==> src/rtl/fifo_rptr_level.sv <==
// Read-side pointer controller for the asynchronous FIFO (read clock domain).
// Produces the memory read address, the Gray read pointer and registered status flags.
module fifo_rptr_level #(
    parameter int ADDR_WIDTH   = 4,
    parameter int AEMPTY_LEVEL = 2
) (
    input  logic                  R_CLK,
    input  logic                  R_rst_n,
    input  logic                  R_inc,
    input  logic                  R_flush,
    input  logic                  R_err_clr,
    input  logic [ADDR_WIDTH:0]   Rq2_wptr,
    output logic [ADDR_WIDTH:0]   R_ptr,
    output logic [ADDR_WIDTH-1:0] R_Addr,
    output logic                  R_empty,
    output logic                  R_aempty,
    output logic [ADDR_WIDTH:0]   R_level,
    output logic                  R_underflow
);

    localparam logic [ADDR_WIDTH:0] AE_LVL = (ADDR_WIDTH + 1)'(AEMPTY_LEVEL);

    logic [ADDR_WIDTH:0] rbin_q, rbin_d;
    logic [ADDR_WIDTH:0] rptr_q, rptr_d;
    logic [ADDR_WIDTH:0] level_q, level_d;
    logic                empty_q, empty_d;
    logic                aempty_q, aempty_d;
    logic                uflow_q, uflow_d;
    logic [ADDR_WIDTH:0] wbin;
    logic                pop;

    // Gray-to-binary of the synchronised write pointer, prefix XOR from the MSB
    always_comb begin
        wbin = '0;
        wbin[ADDR_WIDTH] = Rq2_wptr[ADDR_WIDTH];
        for (int i = ADDR_WIDTH - 1; i >= 0; i--) begin
            wbin[i] = wbin[i+1] ^ Rq2_wptr[i];
        end
    end

    always_comb begin
        pop      = R_inc & ~empty_q & ~R_flush;
        rbin_d   = R_flush ? wbin
                           : rbin_q + {{ADDR_WIDTH{1'b0}}, pop};
        rptr_d   = (rbin_d >> 1) ^ rbin_d;
        level_d  = wbin - rbin_d;
        empty_d  = (rptr_d == Rq2_wptr);
        aempty_d = (level_d <= AE_LVL);
        // Set wins over clear; flush cycles never record underflow
        uflow_d  = (R_inc & empty_q & ~R_flush)
                 | (uflow_q & ~R_err_clr);
    end

    always_ff @(posedge R_CLK) begin
        if (!R_rst_n) begin
            rbin_q   <= '0;
            rptr_q   <= '0;
            level_q  <= '0;
            empty_q  <= 1'b1;
            aempty_q <= 1'b1;
            uflow_q  <= 1'b0;
        end else begin
            rbin_q   <= rbin_d;
            rptr_q   <= rptr_d;
            level_q  <= level_d;
            empty_q  <= empty_d;
            aempty_q <= aempty_d;
            uflow_q  <= uflow_d;
        end
    end

    assign R_ptr       = rptr_q;
    assign R_Addr      = rbin_q[ADDR_WIDTH-1:0];
    assign R_empty     = empty_q;
    assign R_aempty    = aempty_q;
    assign R_level     = level_q;
    assign R_underflow = uflow_q;

endmodule

==> config.mk <==
export PLATFORM = sky130hd
export DESIGN_NAME = fifo_rptr_level
export DESIGN_NICKNAME = d
export VERILOG_FILES = /design/src/rtl/fifo_rptr_level.sv
export SDC_FILE = /design/constraint.sdc
export NUM_CORES = 1
export LEC_CHECK = 0
export ABC_AREA = 1
export ABC_CLOCK_PERIOD_IN_PS = 1800
export BUFFER_PORTS_ARGS = -buffer_cell sky130_fd_sc_hd__buf_2
export CAP_MARGIN = 20
export CORE_MARGIN = 1.5
export CORE_UTILIZATION = 35
export CTS_CLUSTER_DIAMETER = 30
export DETAILED_ROUTE_END_ITERATION = 8
export PLACE_DENSITY = 0.68
export SLEW_MARGIN = 20
export SYNTH_ARGS = -nofsm -noshare
export SYNTH_HDL_FRONTEND = slang
export SYNTH_SLANG_ARGS = --single-unit
==> constraint.sdc <==
create_clock -name R_CLK -period 1.8 [get_ports R_CLK]
set_input_delay 0.09 -clock R_CLK [delete_from_list [all_inputs] [get_ports R_CLK]]
set_output_delay 0.09 -clock R_CLK [all_outputs]
set_load 0.02 [all_outputs]
Word-level counts from Yosys, hierarchy flattened. Cells that the tools add are included.

Register bits after elaboration: 18. Input port bits: 10. Output and inout port bits: 17. Logic and storage cells: 25.

Add/sub/neg operators: 2. $lt $le $gt $ge: 1. Eq/ne operators: 1. Mux-type cells: 1. Bitwise logic cells: 14.

Operators by type and width (number): $add A5 B1 Y5 (1); $and A1 B1 Y1 (5); $eq A5 B5 Y1 (1); $le A5 B2 Y1 const B (1); $mux W5 (1); $sub A5 B5 Y5 (1); $xor A4 B5 Y5 (1); $xor A1 B1 Y1 (4); $not A1 Y1 (3); $or A1 B1 Y1 (1).

Logic depth before layout (Yosys ltp). Gate-level depths: netlist of run 1.

Depth in word-level cells: 7. Gate-level depth with buffers: 21. Mapped depth without buffers: 19.

Least setup slack after synthesis of run 1. Ideal clock, no wire load.

Kind: input-to-reg. From: in R_flush. To: reg empty_q, in the netlist R_empty. Library setup time: 58 ps. Arrival time: 1880 ps. Data required time: 1742 ps. Slack: -138 ps. Cell stages on the path: 21. Path buffers: 2. Cells stage by stage: buf_6 > inv_1 > buf_6 > nand2_1 > nor2_1 > ha_1 > ha_1 > nand2_1 > o21ai_0 > nand3_1 > nand2_1 > inv_1 > nand2_1 > o21ai_0 > inv_1 > nand2_1 > inv_1 > nand2_1 > nor2_1 > nand2_1 > nand2_1.

Word-level cells in the longest chain between the ends: 6.

RTL lines: start, declared (RTL line 10) `input logic R_flush,`; $not A1 Y1 (RTL line 42) `pop = R_inc & ~empty_q & ~R_flush;`; $and A1 B1 Y1 (RTL line 42); $add A5 B1 Y5 (RTL line 44) `: rbin_q + {{ADDR_WIDTH{1'b0}}, pop};`; $mux W5 (*) (RTL line 43) `rbin_d = R_flush ? wbin`; $xor A4 B5 Y5 (*) (RTL line 45) `rptr_d = (rbin_d >> 1) ^ rbin_d;`; $eq A5 B5 Y1 (*) (RTL line 47) `empty_d = (rptr_d == Rq2_wptr);`; end signal, assigned (RTL line 66) `empty_q <= empty_d;`; end, declared (RTL line 26) `logic empty_q, empty_d;`.

Mark *: on every way between the ends. The rest lies on a longest branch, timed or not. A chain may end at the register's enable or synchronous reset.

Worst setup path after layout of run 1.
From: reg empty_q, in the netlist R_empty. To: reg aempty_q, in the netlist R_aempty.

Word-level cells in the longest chain between the ends: 7.

RTL lines: $not A1 Y1 (RTL line 42); $and A1 B1 Y1 (2 in a row) (RTL line 42); $add A5 B1 Y5 (RTL line 44); $mux W5 (RTL line 43); $sub A5 B5 Y5 (RTL line 46) `level_d = wbin - rbin_d;`; $le A5 B2 Y1 (RTL line 48) `aempty_d = (level_d <= AE_LVL);`; end signal, assigned (RTL line 67) `aempty_q <= aempty_d;`; end, declared (RTL line 27) `logic aempty_q, aempty_d;`.

No other way between the ends.

==> results.toml, run 1 <==
[route]
route.detailed.drc = 0
ant_nets = 0
drt-vias-per-instance = 4.546
first_iter_violations = 40
routed_wl_mm = 2.847
wire_per_inst_um = 10.58
vias = 1223
dr.pass1.iters = 4

[setup_path]
required_ps = 2020
start_kind = "register"
arrival_ps = 2080
rrSetupSlack_ps = -70
cp_max_fo = 4
cp-end-kind = "register"
critPathKind = "register to register"

[global_routing]
grtUsageMet3_pct = 2.597
globalRouteOverflowTotal = 0
grt_use_met1_pct = 20.50
antenna_found_initial = 0
track_usage_pct = 16.66
grt_pass1_wl_mm = 4.381
busiest_layer = "met2"
grt_start_max_net_pins = 13
grt_pass1_vias = 1061
grt_util_met2_pct = 28.26

[synthesis]
ys_seq_area_share_pct = 30.06
syn-num-nets = 187
ys_ff_latch = 17
syn_avg_cell_area_sq_um = 6.583
synth_edf_count = 0
syn_area_sq_um = 1132
synthCells = 172
synth-main-ff-cell = "dfxtp_1"
async_flop_share_pct = 0
ys_warn_count = 0
ys_types = 25

[cts]
clk_path_buf_depth = 2
worstSkewPairLatency_ps = 310
hold_buffers = 0
cts_root_buffer = "clkbuf_4"
cts_buffers = 3
clk_pin_slew_ps = 110
cts_htree_levels = 1
numClockSinks = 17
cts_tree = "built"

[timing]
fin_crit_ps = 1867
slew_headroom_pct = 72.78
rsz0062_at_grt = "yes"
holdWs_ps = 17.73
finalCritPeriodShare_pct = 103.7
fin_ws_ps = -67.11
finClkSkew_ps = 2.558
max_freq_mhz = 535.6
setup_tns_ps = -125.5
hold_violations = 0
setup_viol = 3
maxSlewViolCount = 0
tightestPinTransition_ps = 407.9

[finish]
num-nets-final = 241
finalCoreUtilization_pct = 56.72
final_area_sq_um = 1732
drive_gt1_share_pct = 49.78
n_fill_cell = 296
fin_cells = 269
diodes = 0
areaGrowthSynthToFinish_pct = 52.93

[floorplanning]
start_util_pct = 37.09
io_pins = 27
core_area_sq_um = 3053
num_rows = 20
fp.dieH_um = 59.88
dieArea_sq_um = 3586
die_w_um = 59.88

[pwr]
powerDensity_nw_per_um2 = 686.3
combPwrFrac_pct = 44.2
power_frac_clock_pct = 19.0
seqPwrFrac_pct = 36.8
peakVddDrop_mv = 0.2494
leakage_nw = 0.9056
power_mw = 1.188
p_sw_mw = 0.4674
switching_share_pct = 39.32
internal_power_mw = 0.7211

[status]
status = "finished with violations"
violations = "setup timing"

[flow_run]
maxCapViolCount = 0

[placement]
globalplace.congestion = 0.8923
placedCellCount = 261
place_ws_ps = -94.72
placed_area_sq_um = 1558
post-dp-hpwl_mm = 2.121
portBuffers = 26

[worst_hold_path]
hold_class = "primary input to register"
layout make-up:
type | instances | area, sq um | area share [%]
multi-input combinational | 129 | 885.9 | 51.16
sequential | 17 | 341.6 | 19.73
timing repair buffer | 52 | 332.8 | 19.22
inverter | 23 | 88.84 | 5.130
tap | 44 | 55.05 | 3.179
clock buffer | 3 | 22.52 | 1.301
clock inverter | 1 | 5.005 | 0.2890
metal layers:
| layer | up-vias | routed length (um) |
|---|---|---|
| met5 | - | 0 |
| met1 | 536 | 1328 |
| met2 | 33 | 1333 |
| met3 | 4 | 137 |
| met4 | 0 | 48 |
| li1 | 650 | - |
power groups by stage:
| stage | registers (mW) | logic [mW] | clock network [mW] |
|---|---|---|---|
| 2_1_floorplan | 0.507 | 0.256 | 0 |
| 4_1_cts | 0.438 | 0.488 | 0.227 |
| 3_5_place_dp | 0.446 | 0.467 | 0 |
| 5_1_grt | 0.441 | 0.580 | 0.233 |
| 3_3_place_gp | 0.446 | 0.463 | 0 |
| 6_report | 0.437 | 0.525 | 0.226 |
critical path, stage by stage (launching register included):
cell and delay [ps]:
dfxtp_2 380, nor2_4 50, ha_4 150, ha_4 150
or2_1 210, nand2_2 100, nor2_4 50, nand2_1 140
nand2_4 80, nor2_1 90, nand2_1 80, nand3_1 110
nand3_2 80, nand2_1 70, nor2_1 30
cells in the mapped netlist (2+ instances only):
cell type	n	area, sq um
nor2_1	15	56.30
inv_1	21	78.83
nand3_2	4	40.04
nand3_1	17	85.08
a21oi_1	8	40.04
inv_2	2	7.510
o21ai_2	3	26.28
ha_1	5	62.56
dfxtp_1	17	340.3
nand2_2	8	50.05
nand2_1	52	195.2
nor2_2	2	12.51
buf_6	2	22.52
nand4_1	4	25.02
o21ai_0	2	10.01
worst paths after layout:
check / startpoint / endpoint / cells past startpoint
worst max-delay path: R_empty$_SDFF_PN1_ / R_aempty$_SDFF_PN1_ / 14
worst min-delay path: R_err_clr / R_underflow$_SDFF_PN0_ / 4
worst max register to register: R_empty$_SDFF_PN1_ / R_aempty$_SDFF_PN1_ / 14
worst min register to register: R_underflow$_SDFF_PN0_ / R_underflow$_SDFF_PN0_ / 2
state kept, by name, indices dropped and copies added, names as in the netlist:
signal and cells:
R_aempty 1, R_empty 1, R_level 5, R_ptr 4, R_underflow 1, rbin_q 5
kinds of logic after synthesis:
logic type	share of synthesized area [%]
flip-flops	30.06
buffers and inverters	9.945
AND/OR/NAND/NOR	45.86
adder cells (fa/ha/maj)	5.525
XOR/XNOR	0.7736
AO/OA/AOI/OAI	7.846
cell usage in the layout, fill, tap and decap left out, drive strengths merged:
| cell | n |
|---|---|
| dfxtp | 17 |
| inv | 23 |
| nand2 | 61 |
| nand3 | 22 |
| o21ai | 6 |
| ha | 5 |
| xnor2 | 1 |
| buf | 52 |
| nor2 | 17 |
| a21boi | 1 |
| or2 | 2 |
| a21oi | 8 |
| nor3b | 1 |
| nand4 | 4 |
| and3 | 1 |
| clkbuf | 3 |
| clkinv | 1 |
timing repair:
item / CTS / global route
cloned: 0 / 0
setup endpoints to repair: 3 / 5
resized for setup: 11 / 16
pin swaps: 6 / 9
setup buffers: 1 / 3
endpoints found under the hold margin: 0 / 0
No activity file was read; power rests on OpenSTA's default activity.
==> run 2, diff against run 1 <==
Settings changed: CELL_PAD_IN_SITES_DETAIL_PLACEMENT from default to 2, CELL_PAD_IN_SITES_GLOBAL_PLACEMENT from default to 2, CORE_UTILIZATION 35 to 25, PLACE_DENSITY 0.68 to 0.84, SETUP_SLACK_MARGIN from default to 0.3.
==> run 2 against run 1 <==
The run still ends with setup timing left. Combinational power grew 20%. Clock power grew 38%. Clock-buffer cell count is the same. Via count grew 11%. Die area grew 38%. Power grew 17%. Worst hold slack gained 57 ps. Largest cell class unchanged.
==> results.toml, run 2 (synthesized netlist as in run 1, its figures left out) <==
[status]
status = "finished with violations"
violations = "setup timing"

[setup_path]
cpMaxStageDelayCell = "dfxtp_2"
startpoint = "R_empty$_SDFF_PN1_"
path_buf_inv = 1
r2r-start = "R_empty$_SDFF_PN1_"
rrSetupSlack_ps = -250
cp-end-kind = "register"
cp_max_fo = 4
crit_chain = "nor2_4 > ha_4 > ha_4 > or2_4 > nand2_4 > nor2_4 > nor2_4 > nand2_2 > nand3_2 > nand2_1 > inv_1 > nand2_1 > nor2_1 > nand2_1 > nand2_1"
arrival_ps = 2260
required_ps = 2010
crit_family = "simple AND/OR/NAND/NOR gates"
start_kind = "register"
endpoint = "R_empty$_SDFF_PN1_"
worst-path-stages = 15
crit_top_cell = "nand2_1"
r2r_cells = 15
critPathKind = "register to register"
r2r-end = "R_empty$_SDFF_PN1_"
crit_path_max_incr_delay_ps = 360

[route]
ant_nets = 0
routed_wl_mm = 4.903
route.detailed.drc = 0
vias = 1357
drt-vias-per-instance = 4.829
first_iter_violations = 27
wire_per_inst_um = 17.45
dr.pass1.iters = 4

[placement]
portBuffers = 26
globalplace.congestion = 0.7617
placedCellCount = 267
place_ws_ps = -268.1
post-dp-hpwl_mm = 3.187
placed_area_sq_um = 1568

[floorplanning]
io_pins = 27
num_rows = 24
die_w_um = 70.30
start_util_pct = 26.01
fp.dieH_um = 70.30
core_area_sq_um = 4354
dieArea_sq_um = 4942

[cts]
cts_htree_levels = 1
cts_buffers = 3
worstSkewPairLatency_ps = 260
numClockSinks = 17
clk_path_buf_depth = 2
cts_root_buffer = "clkbuf_8"
clk_pin_slew_ps = 80
cts_tree = "built"
hold_buffers = 0

[timing]
rsz0062_at_grt = "yes"
max_freq_mhz = 488.2
setup_tns_ps = -447.5
tightestPinTransition_ps = 523.4
hold_violations = 0
fin_crit_ps = 2049
holdWs_ps = 75.10
fin_ws_ps = -248.5
finalCritPeriodShare_pct = 113.8
finClkSkew_ps = 8.476
setup_viol = 4
slew_headroom_pct = 65.07
maxSlewViolCount = 0

[pwr]
power_mw = 1.388
peakVddDrop_mv = 0.3383
powerDensity_nw_per_um2 = 738.8
leakage_nw = 0.9638

[global_routing]
grt_pass1_vias = 1515
antenna_found_initial = 0
globalRouteOverflowTotal = 0
track_usage_pct = 19.83
grt_pass1_wl_mm = 7.645
grt_start_max_net_pins = 13

[flow_run]
maxCapViolCount = 0

[finish]
num-nets-final = 245
areaGrowthSynthToFinish_pct = 65.86
drive_gt1_share_pct = 58.95
finalCoreUtilization_pct = 43.13
layout_common_cells = "nand2_1, buf_2, buf_4"
n_fill_cell = 516
final_common_cell = "nand2_1"
final_area_sq_um = 1878
fin_cells = 281
diodes = 0

[worst_hold_path]
hold_class = "primary input to register"
==> run 2: cell count changes in the layout (fill, tap and decap cells not counted), moves of 2 or more <==
cell / previous run / this run
clkbuf_4: 3 / 0
nand3_2: 7 / 10
buf_6: 2 / 7
nor2_1: 12 / 8
nor2_2: 1 / 6
inv_2: 3 / 8
inv_1: 19 / 13
nand2_4: 5 / 10
clkbuf_8: 0 / 3
nand3_1: 13 / 11
nand2_1: 39 / 35
==> run 2: tightest hold or removal path, delay by kind of cell <==
family,cells,cell delay (ps)
and+or+nand+nor,1,40
AOI/OAI and AO/OA,1,50
buffers and inverters,2,100
==> run 2: worst min path at each step <==
stage               cells past startpoint  slack (ps)      start                endpoint
floorplan                               1         160    R_rst_n      R_empty$_SDFF_PN1_
global placement                        4         350  R_err_clr  R_underflow$_SDFF_PN0_
detailed placement                      4         350  R_err_clr  R_underflow$_SDFF_PN0_
CTS                                     4          80  R_err_clr  R_underflow$_SDFF_PN0_
global route                            4          90  R_err_clr  R_underflow$_SDFF_PN0_
finish                                  4          80  R_err_clr  R_underflow$_SDFF_PN0_
==> run 2: layout make-up <==
class	count	area, sq um	area share [%]
clock buffer	3	41.29	2.199
clock inverter	1	5.005	0.2665
inverter	23	93.84	4.997
multi-input combinational	129	948.4	50.50
sequential	17	342.8	18.25
tap	52	65.06	3.464
timing repair buffer	56	381.6	20.32
==> run 2: what timing repair did <==
| action | in CTS | in global routing |
|---|---|---|
| pin swaps | 29 | 25 |
| resized for setup | 35 | 17 |
| buffers inserted | 6 | 4 |
| setup endpoints to repair | 12 | 13 |
==> run 2: layer usage <==
layer / track usage, % / share of wire (%) / wire length [um] / vias up
li1: - / - / - / 658
met4: 8.120 / 3.0 / 147 / 0
met3: 1.443 / 1.9 / 94 / 12
met2: 35.85 / 52 / 2559 / 25
met5: 0 / 0 / 0 / -
met1: 23.97 / 43 / 2101 / 662
==> run 2: report_power, final <==
group | internal, mW | switching, mW
registers | 0.421 | 0.0246
clock network | 0.154 | 0.158
logic | 0.254 | 0.376
total | 0.830 | 0.558
==> run 3, diff against run 2 <==
Settings changed: CORE_MARGIN 1.5 to default, SETUP_SLACK_MARGIN 0.3 to 0.1, SLEW_MARGIN 20 to 25.
==> run 3 against run 2 <==
The run still ends with setup timing left. Non-clock buffer count decreased by 2. Die area decreased by 2.8%. Highest routed layer unchanged. Fmax decreased by 4.6%. Routed wire length increased by 12%. Largest cell class unchanged. Clock power about the same. Critical path depth increased by 1. First-iteration DRC count increased by 3.7%.
==> results.toml, run 3 (synthesized netlist as in run 1, its figures left out) <==
[route]
drt-vias-per-instance = 5.007
ant_nets = 0
vias = 1397
first_iter_violations = 28
dr.pass1.iters = 4
route.detailed.drc = 0
routed_wl_mm = 5.492
wire_per_inst_um = 19.68

[pwr]
internal_power_mw = 0.8155
peakVddDrop_mv = 0.2435
combPwrFrac_pct = 45.5
powerDensity_nw_per_um2 = 739.5
leakage_nw = 0.9674
power_frac_clock_pct = 22.5
switching_share_pct = 41.47
seqPwrFrac_pct = 32.0
p_sw_mw = 0.5778
power_mw = 1.393

[setup_path]
r2r-end = "R_empty$_SDFF_PN1_"
crit_chain = "nor2_4 > ha_4 > ha_4 > nand2_4 > o21ai_2 > nand3_2 > nand2_2 > buf_4 > nand2_1 > nand3_2 > nand2_1 > nor2_1 > nand2_1 > nor2_1 > nand2_1 > nand2_1"
r2r-start = "R_empty$_SDFF_PN1_"
critPathKind = "register to register"
start_kind = "register"
cpMaxStageDelayCell = "dfxtp_4"
arrival_ps = 2350
startpoint = "R_empty$_SDFF_PN1_"
required_ps = 2010
cp_max_fo = 3
endpoint = "R_empty$_SDFF_PN1_"
rrSetupSlack_ps = -350
crit_path_max_incr_delay_ps = 360
cp-end-kind = "register"
r2r_cells = 16
crit_top_cell = "nand2_1"

[timing]
fin_ws_ps = -347.4
fin_crit_ps = 2147
rsz0062_at_grt = "yes"
setup_viol = 4
hold_violations = 0
slew_headroom_pct = 67.88
tightestPinTransition_ps = 481.2
finalCritPeriodShare_pct = 119.3
finClkSkew_ps = 6.531
max_freq_mhz = 465.7
maxSlewViolCount = 0

[status]
violations = "setup timing"
status = "finished with violations"

[floorplanning]
num_rows = 24
start_util_pct = 26.01
dieArea_sq_um = 4802
fp.dieH_um = 69.30
io_pins = 27
core_area_sq_um = 4354
die_w_um = 69.30

[cts]
hold_buffers = 0
cts_buffers = 3
cts_htree_levels = 1
clk_pin_slew_ps = 80
cts_root_buffer = "clkbuf_8"
clk_path_buf_depth = 2
worstSkewPairLatency_ps = 270
numClockSinks = 17
cts_tree = "built"

[placement]
placedCellCount = 266
globalplace.congestion = 0.7819
portBuffers = 26
post-dp-hpwl_mm = 3.058

[worst_hold_path]
hold_class = "primary input to register"

[finish]
drive_gt1_share_pct = 59.03
num-nets-final = 243
final_common_cell = "nand2_1"
areaGrowthSynthToFinish_pct = 66.41
diodes = 0
fin_cells = 279
layout_common_cells = "nand2_1, buf_2, buf_4"
n_fill_cell = 506

[global_routing]
grt_pass1_wl_mm = 7.590
antenna_found_initial = 0
globalRouteOverflowTotal = 0
grt_start_max_net_pins = 13
grt_pass1_vias = 1527
track_usage_pct = 19.97

[flow_run]
maxCapViolCount = 0
## run 3: per-stage QoR
step / hold slack, ps / setup WS (ps) / util [%] / instance area, sq um / TNS (ps)
floorplan: 158.7 / 8.200 / - / 1256 / 0
global placement: 350.9 / -122.1 / 35.72 / 1555 / -185.4
detailed placement: 355.3 / -257.6 / 35.72 / 1555 / -426.7
CTS: 86.41 / -212.5 / 38.59 / 1680 / -470.4
global route: 101.6 / -475.1 / 43.28 / 1884 / -1376
finish: 87.14 / -347.4 / 43.28 / 1884 / -864.1
## run 3: worst min path at each step
stage | start | end | slack, ps | cells after the start
after global routing | R_err_clr | R_underflow$_SDFF_PN0_ | 100 | 4
after floorplan | R_rst_n | R_empty$_SDFF_PN1_ | 160 | 1
after CTS | R_err_clr | R_underflow$_SDFF_PN0_ | 90 | 4
final | R_err_clr | R_underflow$_SDFF_PN0_ | 90 | 4
after global placement | R_rst_n | R_empty$_SDFF_PN1_ | 350 | 2
after detailed placement | R_rst_n | R_empty$_SDFF_PN1_ | 360 | 2
## run 3: repair_timing
action,4_1_cts,5_1_grt
setup buffers,5,4
hold endpoints to repair,0,0
endpoints found under the setup margin,6,9
pin swaps,15,24
resized for setup,11,44
## run 3: metal layers
metal	share of wire (%)	GRT usage [%]
met5	0	0
met1	42	23.79
met3	1.9	1.890
met2	52	36.68
met4	3.6	7.483
## run 3: worst max-delay path, delay by kind of cell (launching register included)
family                   cells  cell delay [ps]
flip-flops                   1              360
AO/OA/AOI/OAI                1              160
AND/OR/NAND/NOR             12             1160
buffers and inverters        1              120
adder cells (fa/ha/maj)      2              290
## run 3: power by group through the flow
stage	combinational, mW	sequential, mW	clock, mW
finish	0.634	0.446	0.313
global placement	0.470	0.451	0
global route	0.676	0.452	0.340
CTS	0.522	0.444	0.320
floorplan	0.262	0.507	0
detailed placement	0.486	0.452	0
## run 3: layout make-up
type                            count  area (sq um)  area share [%]
Multi-Input combinational cell    129         980.9           52.06
Sequential cell                    17         345.3           18.33
Inverter                           23         91.34           4.847
Clock inverter                      1         5.005          0.2656
Clock buffer                        3         41.29           2.191
Timing Repair Buffer               54         355.3           18.86
Tap cell                           52         65.06           3.453
